$ cat src/rtl/hello_pkg.sv
// Shared encodings for the HELLO FTYPE router and its TDEST demultiplexer.
package hello_pkg;

  // TDEST route codes; any code with bit 1 set is unroutable and is dropped.
  localparam logic [1:0] ROUTE_M0   = 2'd0;
  localparam logic [1:0] ROUTE_M1   = 2'd1;
  localparam logic [1:0] ROUTE_DROP = 2'd2;

  // SWRITE transactions are the ones the router steers to port 1.
  localparam logic [3:0] FTYPE_SWRITE = 4'h6;

  typedef enum logic [1:0] {
    IDLE = 2'd0,
    FWD0 = 2'd1,
    FWD1 = 2'd2,
    DROP = 2'd3
  } state_t;

  // Routes 2 and 3 have no master port behind them.
  function automatic logic is_drop_route(input logic [1:0] dest);
    return dest[1];
  endfunction

endpackage

$ cat src/rtl/hello_axis_reg.sv
// One-entry AXIS output register. It can be reloaded in the same cycle it
// drains, so back-to-back beats flow at full rate. TVALID comes straight from
// a flop and never depends on TREADY.
module hello_axis_reg #(
  parameter int DATA_W = 64,
  parameter int USER_W = 32
) (
  input  logic              clk_i,
  input  logic              rst_ni,
  input  logic              load_i,
  input  logic [DATA_W-1:0] data_i,
  input  logic              last_i,
  input  logic [USER_W-1:0] user_i,
  input  logic              ready_i,
  output logic              accept_o,
  output logic              valid_o,
  output logic [DATA_W-1:0] data_o,
  output logic              last_o,
  output logic [USER_W-1:0] user_o
);

  logic              valid_q, valid_d;
  logic [DATA_W-1:0] data_q,  data_d;
  logic              last_q,  last_d;
  logic [USER_W-1:0] user_q,  user_d;

  // Space is available when empty or when the held beat leaves this cycle.
  assign accept_o = ~valid_q | ready_i;

  // Next state: a load wins over a drain, leaving the new beat valid.
  always_comb begin
    valid_d = valid_q;
    data_d  = data_q;
    last_d  = last_q;
    user_d  = user_q;
    if (load_i) begin
      valid_d = 1'b1;
      data_d  = data_i;
      last_d  = last_i;
      user_d  = user_i;
    end else if (ready_i) begin
      valid_d = 1'b0;
    end
  end

  // Register; reset empties the entry and clears the payload.
  always_ff @(posedge clk_i or negedge rst_ni) begin
    if (!rst_ni) begin
      valid_q <= 1'b0;
      data_q  <= '0;
      last_q  <= 1'b0;
      user_q  <= '0;
    end else begin
      valid_q <= valid_d;
      data_q  <= data_d;
      last_q  <= last_d;
      user_q  <= user_d;
    end
  end

  assign valid_o = valid_q;
  assign data_o  = data_q;
  assign last_o  = last_q;
  assign user_o  = user_q;

endmodule

$ cat src/rtl/hello_tdest_demux.sv
// Whole-packet TDEST demultiplexer behind the HELLO FTYPE router: route 0 to
// M0, route 1 (SWRITE) to M1, routes 2/3 are swallowed. The header beat picks
// the route and it stays locked until TLAST. Saturating status counters track
// completed packets per port and dropped packets.
module hello_tdest_demux
  import hello_pkg::*;
#(
  parameter int DATA_W = 64,
  parameter int USER_W = 32,
  parameter int CNT_W  = 16
) (
  input  logic              AXIS_ACLK,
  input  logic              AXIS_ARESETN,
  input  logic              S_AXIS_TVALID,
  output logic              S_AXIS_TREADY,
  input  logic [DATA_W-1:0] S_AXIS_TDATA,
  input  logic              S_AXIS_TLAST,
  input  logic [1:0]        S_AXIS_TDEST,
  input  logic [USER_W-1:0] S_AXIS_TUSER,
  output logic              M0_AXIS_TVALID,
  input  logic              M0_AXIS_TREADY,
  output logic [DATA_W-1:0] M0_AXIS_TDATA,
  output logic              M0_AXIS_TLAST,
  output logic [USER_W-1:0] M0_AXIS_TUSER,
  output logic              M1_AXIS_TVALID,
  input  logic              M1_AXIS_TREADY,
  output logic [DATA_W-1:0] M1_AXIS_TDATA,
  output logic              M1_AXIS_TLAST,
  output logic [USER_W-1:0] M1_AXIS_TUSER,
  input  logic              clear_counters,
  output logic [CNT_W-1:0]  pkt0_count,
  output logic [CNT_W-1:0]  pkt1_count,
  output logic [CNT_W-1:0]  drop_count
);

  state_t     state_q, state_d;
  logic [1:0] route_sel;
  logic       s_ready;
  logic       s_xfr;
  logic       acc0, acc1;
  logic       load0, load1;
  logic [2:0] cnt_inc;

  // Route selection, slave ready and packet-framing state machine.
  always_comb begin
    state_d   = state_q;
    route_sel = ROUTE_M0;
    s_ready   = 1'b0;
    unique case (state_q)
      IDLE: begin
        route_sel = S_AXIS_TDEST;
        if (is_drop_route(S_AXIS_TDEST)) s_ready = 1'b1;
        else if (S_AXIS_TDEST == ROUTE_M0) s_ready = acc0;
        else s_ready = acc1;
      end
      FWD0: begin
        route_sel = ROUTE_M0;
        s_ready   = acc0;
      end
      FWD1: begin
        route_sel = ROUTE_M1;
        s_ready   = acc1;
      end
      DROP: begin
        route_sel = ROUTE_DROP;
        s_ready   = 1'b1;
      end
      default: ;
    endcase
    // Nothing is accepted while reset is held, even though both registers are empty.
    s_ready = s_ready & AXIS_ARESETN;
    s_xfr   = S_AXIS_TVALID & s_ready;
    if (s_xfr) begin
      if (S_AXIS_TLAST) begin
        state_d = IDLE;
      end else if (state_q == IDLE) begin
        if (is_drop_route(route_sel)) state_d = DROP;
        else if (route_sel == ROUTE_M0) state_d = FWD0;
        else state_d = FWD1;
      end
    end
  end

  // State register; reset truncates any packet in flight.
  always_ff @(posedge AXIS_ACLK or negedge AXIS_ARESETN) begin
    if (!AXIS_ARESETN) state_q <= IDLE;
    else               state_q <= state_d;
  end

  assign S_AXIS_TREADY = s_ready;
  assign load0 = s_xfr & (route_sel == ROUTE_M0);
  assign load1 = s_xfr & (route_sel == ROUTE_M1);

  hello_axis_reg #(.DATA_W(DATA_W), .USER_W(USER_W)) u_reg_m0 (
    .clk_i    (AXIS_ACLK),
    .rst_ni   (AXIS_ARESETN),
    .load_i   (load0),
    .data_i   (S_AXIS_TDATA),
    .last_i   (S_AXIS_TLAST),
    .user_i   (S_AXIS_TUSER),
    .ready_i  (M0_AXIS_TREADY),
    .accept_o (acc0),
    .valid_o  (M0_AXIS_TVALID),
    .data_o   (M0_AXIS_TDATA),
    .last_o   (M0_AXIS_TLAST),
    .user_o   (M0_AXIS_TUSER)
  );

  hello_axis_reg #(.DATA_W(DATA_W), .USER_W(USER_W)) u_reg_m1 (
    .clk_i    (AXIS_ACLK),
    .rst_ni   (AXIS_ARESETN),
    .load_i   (load1),
    .data_i   (S_AXIS_TDATA),
    .last_i   (S_AXIS_TLAST),
    .user_i   (S_AXIS_TUSER),
    .ready_i  (M1_AXIS_TREADY),
    .accept_o (acc1),
    .valid_o  (M1_AXIS_TVALID),
    .data_o   (M1_AXIS_TDATA),
    .last_o   (M1_AXIS_TLAST),
    .user_o   (M1_AXIS_TUSER)
  );

  // Packet completions: master-side TLAST transfers, or a TLAST beat swallowed by the drop route.
  assign cnt_inc[0] = M0_AXIS_TVALID & M0_AXIS_TREADY & M0_AXIS_TLAST;
  assign cnt_inc[1] = M1_AXIS_TVALID & M1_AXIS_TREADY & M1_AXIS_TLAST;
  assign cnt_inc[2] = s_xfr & S_AXIS_TLAST & is_drop_route(route_sel);

  genvar gi;
  generate
    for (gi = 0; gi < 3; gi++) begin : g_cnt
      logic [CNT_W-1:0] cnt_q, cnt_d;

      // Saturating increment; clear takes priority over a same-cycle increment.
      always_comb begin
        cnt_d = cnt_q;
        if (clear_counters) cnt_d = '0;
        else if (cnt_inc[gi] && (cnt_q != {CNT_W{1'b1}})) cnt_d = cnt_q + CNT_W'(1);
      end

      // Counter register.
      always_ff @(posedge AXIS_ACLK or negedge AXIS_ARESETN) begin
        if (!AXIS_ARESETN) cnt_q <= '0;
        else               cnt_q <= cnt_d;
      end
    end
  endgenerate

  assign pkt0_count = g_cnt[0].cnt_q;
  assign pkt1_count = g_cnt[1].cnt_q;
  assign drop_count = g_cnt[2].cnt_q;

endmodule

$ cat config.mk
export PLATFORM = sky130hd
export DESIGN_NAME = hello_tdest_demux
export DESIGN_NICKNAME = d
export VERILOG_FILES = /design/src/rtl/hello_pkg.sv /design/src/rtl/hello_axis_reg.sv /design/src/rtl/hello_tdest_demux.sv
export SDC_FILE = /design/constraint.sdc
export NUM_CORES = 1
export LEC_CHECK = 0
export CAP_MARGIN = 20
export CELL_PAD_IN_SITES_DETAIL_PLACEMENT = 0
export CELL_PAD_IN_SITES_GLOBAL_PLACEMENT = 1
export CORE_MARGIN = 2
export CORE_UTILIZATION = 39
export CTS_BUF_LIST = sky130_fd_sc_hd__clkbuf_4 sky130_fd_sc_hd__clkbuf_8 sky130_fd_sc_hd__clkbuf_16
export CTS_CLUSTER_DIAMETER = 30
export DETAILED_ROUTE_END_ITERATION = 16
export PLACE_DENSITY = 0.87
export SLEW_MARGIN = 20
export SYNTH_ARGS = -nofsm -noshare
export SYNTH_HDL_FRONTEND = slang
export SYNTH_SLANG_ARGS = --single-unit
$ cat constraint.sdc
create_clock -name AXIS_ACLK -period 4.2 [get_ports AXIS_ACLK]
set_clock_uncertainty 0.2 [all_clocks]
set_input_delay 1.05 -clock AXIS_ACLK [delete_from_list [all_inputs] [get_ports AXIS_ACLK]]
set_output_delay 1.05 -clock AXIS_ACLK [all_outputs]
set_load 0.05 [all_outputs]
Word-level counts from Yosys, hierarchy flattened
Cells that the tools add are included.

Register bits: 246. Latch bits: 0. Memory bits (writable): 0. ROM bits: 0. Output and inout bits: 245. Memories: 0.

$add $sub $neg: 3. Multiply operators: 0. Div/mod/pow operators: 0. $lt $le $gt $ge: 0. Equal/unequal tests: 7. Shift operators: 0. Muxes and demuxes: 18. Bitwise logic cells: 14. Reduce and logical (&&, ||, !) cells: 13.

Operators with widths (number): $mux 16 (6); $add 16x1->16 const B (3); $ne 16x16->1 const B (3); $reduce_bool 2->1 (6); $and 1x1->1 (10); $mux 2 (4); $pmux 2 s4 (1); $logic_not 2->1 (3); $mux 1 (6); $eq 2x1->1 const B (2); $eq 2x2->1 const B (2); $pmux 1 s4 (1); $logic_and 1x1->1 (3); $not 1->1 (2); $or 1x1->1 (2); $reduce_and 2->1 (1).

Logic depth before layout (Yosys ltp)
Depth after elaboration: 12. Depth in mapped cells: 8. Depth with buffers taken out: 6.

Modules after synthesis
A second synthesis with hierarchy kept.

Cells, all modules: 714. Area, all modules: 10188.5 µm².

Modules (own cells, without submodules): hello_axis_reg (times used 2, cells each 208, area an instance 3708.6 µm², sequential area each 2452.4 µm²); hello_tdest_demux (times used 1, cells each 298, area an instance 2771.4 µm², sequential area each 1251.2 µm²).

Worst setup path after synthesis
OpenSTA, ideal clock, no wires.

Kind: input -> output. From: input S_AXIS_TDEST[0]. To: output S_AXIS_TREADY. Arrival: 1.875 ns. Data required time: 2.950 ns. Path slack: 1.075 ns. Stages: 3. Buffers on the path: 0. Cells stage by stage: o21ba_2 > o31a_1 > and2_1.

Longest elaborated chain between the ends: 5.

RTL lines: start: declaration (RTL line hello_tdest_demux.sv:18) `input logic [1:0] S_AXIS_TDEST,`; $logic_not 2->1 (RTL line hello_tdest_demux.sv:53) `else if (S_AXIS_TDEST == ROUTE_M0) s_ready = acc0;`; $mux 1 (RTL line hello_tdest_demux.sv:53); $mux 1 (RTL line hello_tdest_demux.sv:52) `if (is_drop_route(S_AXIS_TDEST)) s_ready = 1'b1;`; $pmux 1 s4 (RTL line hello_tdest_demux.sv:49) `unique case (state_q)`; $and 1x1->1 (RTL line hello_tdest_demux.sv:71) `s_ready = s_ready & AXIS_ARESETN;`; end: declaration (RTL line hello_tdest_demux.sv:15) `output logic S_AXIS_TREADY,`.

No other way between the ends.

Worst setup path after layout
From: input S_AXIS_TDEST[1]. To: output S_AXIS_TREADY.

Longest elaborated chain between the ends: 5.

RTL lines (RTL line): $logic_not 2->1 (hello_tdest_demux.sv:53); $mux 1 (hello_tdest_demux.sv:53); $mux 1 * (hello_tdest_demux.sv:52); $pmux 1 s4 * (hello_tdest_demux.sv:49); $and 1x1->1 * (hello_tdest_demux.sv:71).

Every way passes the cells marked *; elsewhere a longest branch is shown, timed or not.

==> summary.txt <==
Yosys
  • Top cells by area, synth: dfrtp_1, mux2_2, mux2_4
  • EDFF count, synth: 0
  • Mean post-synth cell area: 14.2 um2
  • Synth Area in Compound Gates: 0.0311
  • Async SR Flop Fraction: 1.00
  • Distinct cell type count after synthesis: 44
  • Largest family of logic cells by synthesized area: multiplexers
  • Most frequent cell after synthesis: dfrtp_1
  • Ys flop type: dfrtp_1
  • Synth Area in Adders: 0.00364
  • Mux cell area share after synthesis: 0.232
  • Mapped cell area: 10,300 um2
  • Area leader, netlist: dfrtp_1
  • Flops & latches, synth: 246
  • Seq/Total Area, Yosys: 0.596
  • Synth Instances: 727
  • Synth cell count leaders: dfrtp_1, mux2_2, nor2_1
  • Simple-gate portion of the synthesized area: 0.0835
  • Synthesized Nets: 835
  • Synth warnings: 0
  • Post-synthesis xor/xnor area fraction: 0.0254
  • Share of the synthesized area in the top cell type: 0.596

Clock tree
  • TritonCTS Buffers: 55
  • Hold_buf cts: 0
  • Worst-path clk slew: roughly 0.05 ns
  • # resized after CTS: 0
  • Max Root-Sink Buffers: 3
  • TritonCTS clock tree: done
  • CTS sink cnt: 246
  • # H-tree levels: 2
  • CTS Root Cell: clkbuf_16
  • Skew-Pair Late Insertion Delay: around 0.54 ns
  • Post-CTS Setup Repair Bufs: 0

Detailed routing
  • Vias: 7,472
  • Detailed Route WL: 28,800 um
  • Vias per inst: around 5.0
  • Post-route ant nets: 0
  • DRT iter0 DRCs: approximately 360
  • DRC Markers: 0
  • Wirelength per Cell: 19.2 um
  • Drt pass-1 iters: 4

Floorplan
  • Top Ports: 350
  • Die Wd: 167 um
  • Row cnt: 59
  • Die area: 27,800 um2
  • Height of the die: 167 um
  • Area of the core: 26,100 um2
  • Initial Utilization: 0.396

Run
  • Maxcap violations: 0

Setup path
  • Critical path class: input port to output port
  • Cell Chain, Critical Path: clkdlybuf4s50_1 > o21ba_2 > o31a_1 > and2_1 > buf_4
  • Req. time, crit path: around 3.0 ns
  • Crit-path slowest cell: clkdlybuf4s50_1
  • CP endpoint kind: output port
  • Crit path DAT: 2.46 ns
  • Max stage delay on crit path: roughly 0.45 ns
  • Startpoint types: input port
  • Highest net fanout along the worst path: 4

Global routing
  • Initial antenna violation count: 4
  • Global Route met3 Usage: 0.0896
  • Global-route wire length before repair: 46,200 um
  • Gr usage total: 0.208
  • Largest net degree at the start of global routing: around 160
  • GRT busiest layer: met2
  • Overflow after GRT: 0
  • GR Util met1: 0.244
  • Met2 usage: 0.340
  • Vias in the first global route: 8,149

STA
  • Setup_tns: 0 ns
  • Max-slew headroom: 0.365
  • Setup violators final: 0
  • Worst-margin pin slew: 0.952 ns
  • Hold Vio Cnt, Final: 0
  • Final worst path period share: 0.883
  • Fin. max-slew vios: 0
  • Unrepaired setup endpoints after global routing: false
  • Post-layout min period: 3.71 ns
  • Highest clock rate: 269 MHz
  • Fin Hold WS: 0.169 ns

Placement
  • HPWL Detailed: 19,800 um
  • IO buf count: 349
  • Final Wtd Congestion: 0.824

Pwr
  • Leak Pwr: 6.90 nW
  • Pwr/cell area: 960 nW/um2
  • VDD IR max: 0.907 mV

Final layout
  • Nets: between 1,000 and 1,500
  • Register area: 6160 um2
  • Share of cells above drive strength 1: 0.278
  • Layout area overhead: 56.5%
  • Multi-input gate area: 3880 um2
  • Fillers: 2,013

Min path
  • Worst hold-check path type: input port to asynchronous set/reset pin

Outcome
  • Status: completed
-- kinds of logic (layout without fill, tap and decap cells) --
group	Yosys count	count (layout)
compound gates	51	51
fa+ha+maj	3	3
buf+inv	38	469
simple gates	159	159
mux	200	200
flops	246	246
other cells	0	3
xor+xnor	30	30
-- flip-flops by register name, indices dropped and copies added, names as in the netlist --
name              count
u_reg_m0.last_o       1
pkt1_count           16
drop_count           16
u_reg_m1.user_o      32
u_reg_m1.last_o       1
u_reg_m1.valid_o      1
pkt0_count           16
u_reg_m1.data_o      64
u_reg_m0.user_o      32
state_q               2
u_reg_m0.data_o      64
u_reg_m0.valid_o      1
-- critical path: cells and delay by family --
| kind | cells | cell delay [ns] |
|---|---|---|
| buffers and inverters | 2 | 0.65 |
| AO/OA/AOI/OAI | 2 | 0.55 |
| AND/OR/NAND/NOR | 1 | 0.20 |
-- final timing paths --
kind	endpoint	start	slack, ns	cells past startpoint
worst min-delay path	u_reg_m1.data_o[49]$_DFFE_PN0P_	AXIS_ARESETN	0.17	1
worst min register to register	u_reg_m0.data_o[50]$_DFFE_PN0P_	u_reg_m0.data_o[50]$_DFFE_PN0P_	0.30	1
worst max register to register	u_reg_m0.data_o[1]$_DFFE_PN0P_	state_q[0]$_DFFE_PN0P_	1.59	6
max in group asynchronous	u_reg_m0.user_o[20]$_DFFE_PN0P_	AXIS_ARESETN	2.44	2
worst max-delay path	S_AXIS_TREADY	S_AXIS_TDEST[1]	0.49	5
min in group AXIS_ACLK	u_reg_m0.data_o[50]$_DFFE_PN0P_	u_reg_m0.data_o[50]$_DFFE_PN0P_	0.30	1
-- layout make-up --
type | instances | share of cell area
Multi-Input combinational cell | 443 | 0.240
Sequential cell | 246 | 0.381
Timing Repair Buffer | 364 | 0.227
Clock inverter | 32 | 0.0288
Tap cell | 335 | 0.0259
Inverter | 3 | 0.000697
Antenna cell | 3 | 0.000464
Clock buffer | 70 | 0.0967
-- layout by cell type, fill, tap and decap left out, types with 6 or more instances in the layout --
master / instances
o21ai_0: 9
nand4_1: 14
clkbuf_8: 12
clkbuf_16: 55
a21oi_1: 19
clkinvlp_4: 7
nand3_1: 21
nand2_1: 17
buf_4: 11
mux2_4: 38
nor2_1: 48
dfrtp_1: 246
or4_1: 10
bufinv_16: 10
clkdlybuf4s50_1: 346
xor2_1: 14
nor4_1: 7
and3_1: 11
clkinv_2: 8
mux2_2: 160
nor3_1: 6
xnor2_1: 16
o31ai_1: 8
-- stage by stage --
stage / instance area [um2] / instances / worst slack [ns] / utilization / power, mW
2_1_floorplan: 10300 / 727 / 1.08 / - / 8.40
3_5_place_dp: 14100 / 1391 / 0.482 / 0.542 / 10.9
5_1_grt: 16200 / 1496 / 0.443 / 0.620 / 16.1
4_1_cts: 16200 / 1493 / 0.491 / 0.620 / 15.7
6_report: 16200 / 1496 / 0.489 / 0.620 / 15.5
3_3_place_gp: 14100 / 1391 / 0.504 / 0.542 / 10.9
-- layer usage --
| metal | vias to the layer above | routed length (um) |
|---|---|---|
| met5 | - | 13 |
| met4 | 2 | 857 |
| met3 | 61 | 2890 |
| met2 | 298 | 13900 |
| met1 | 3698 | 11100 |
| li1 | 3413 | - |
-- report_power, final --
part / leakage (nW) / switching, mW / total [mW] / internal (mW)
registers: 3.03 / 0.545 / 3.89 / 3.34
logic: 2.88 / 4.50 / 7.04 / 2.54
clock network: 0.987 / 1.36 / 4.60 / 3.23
Note: power is estimated with default switching activity, not from simulation.
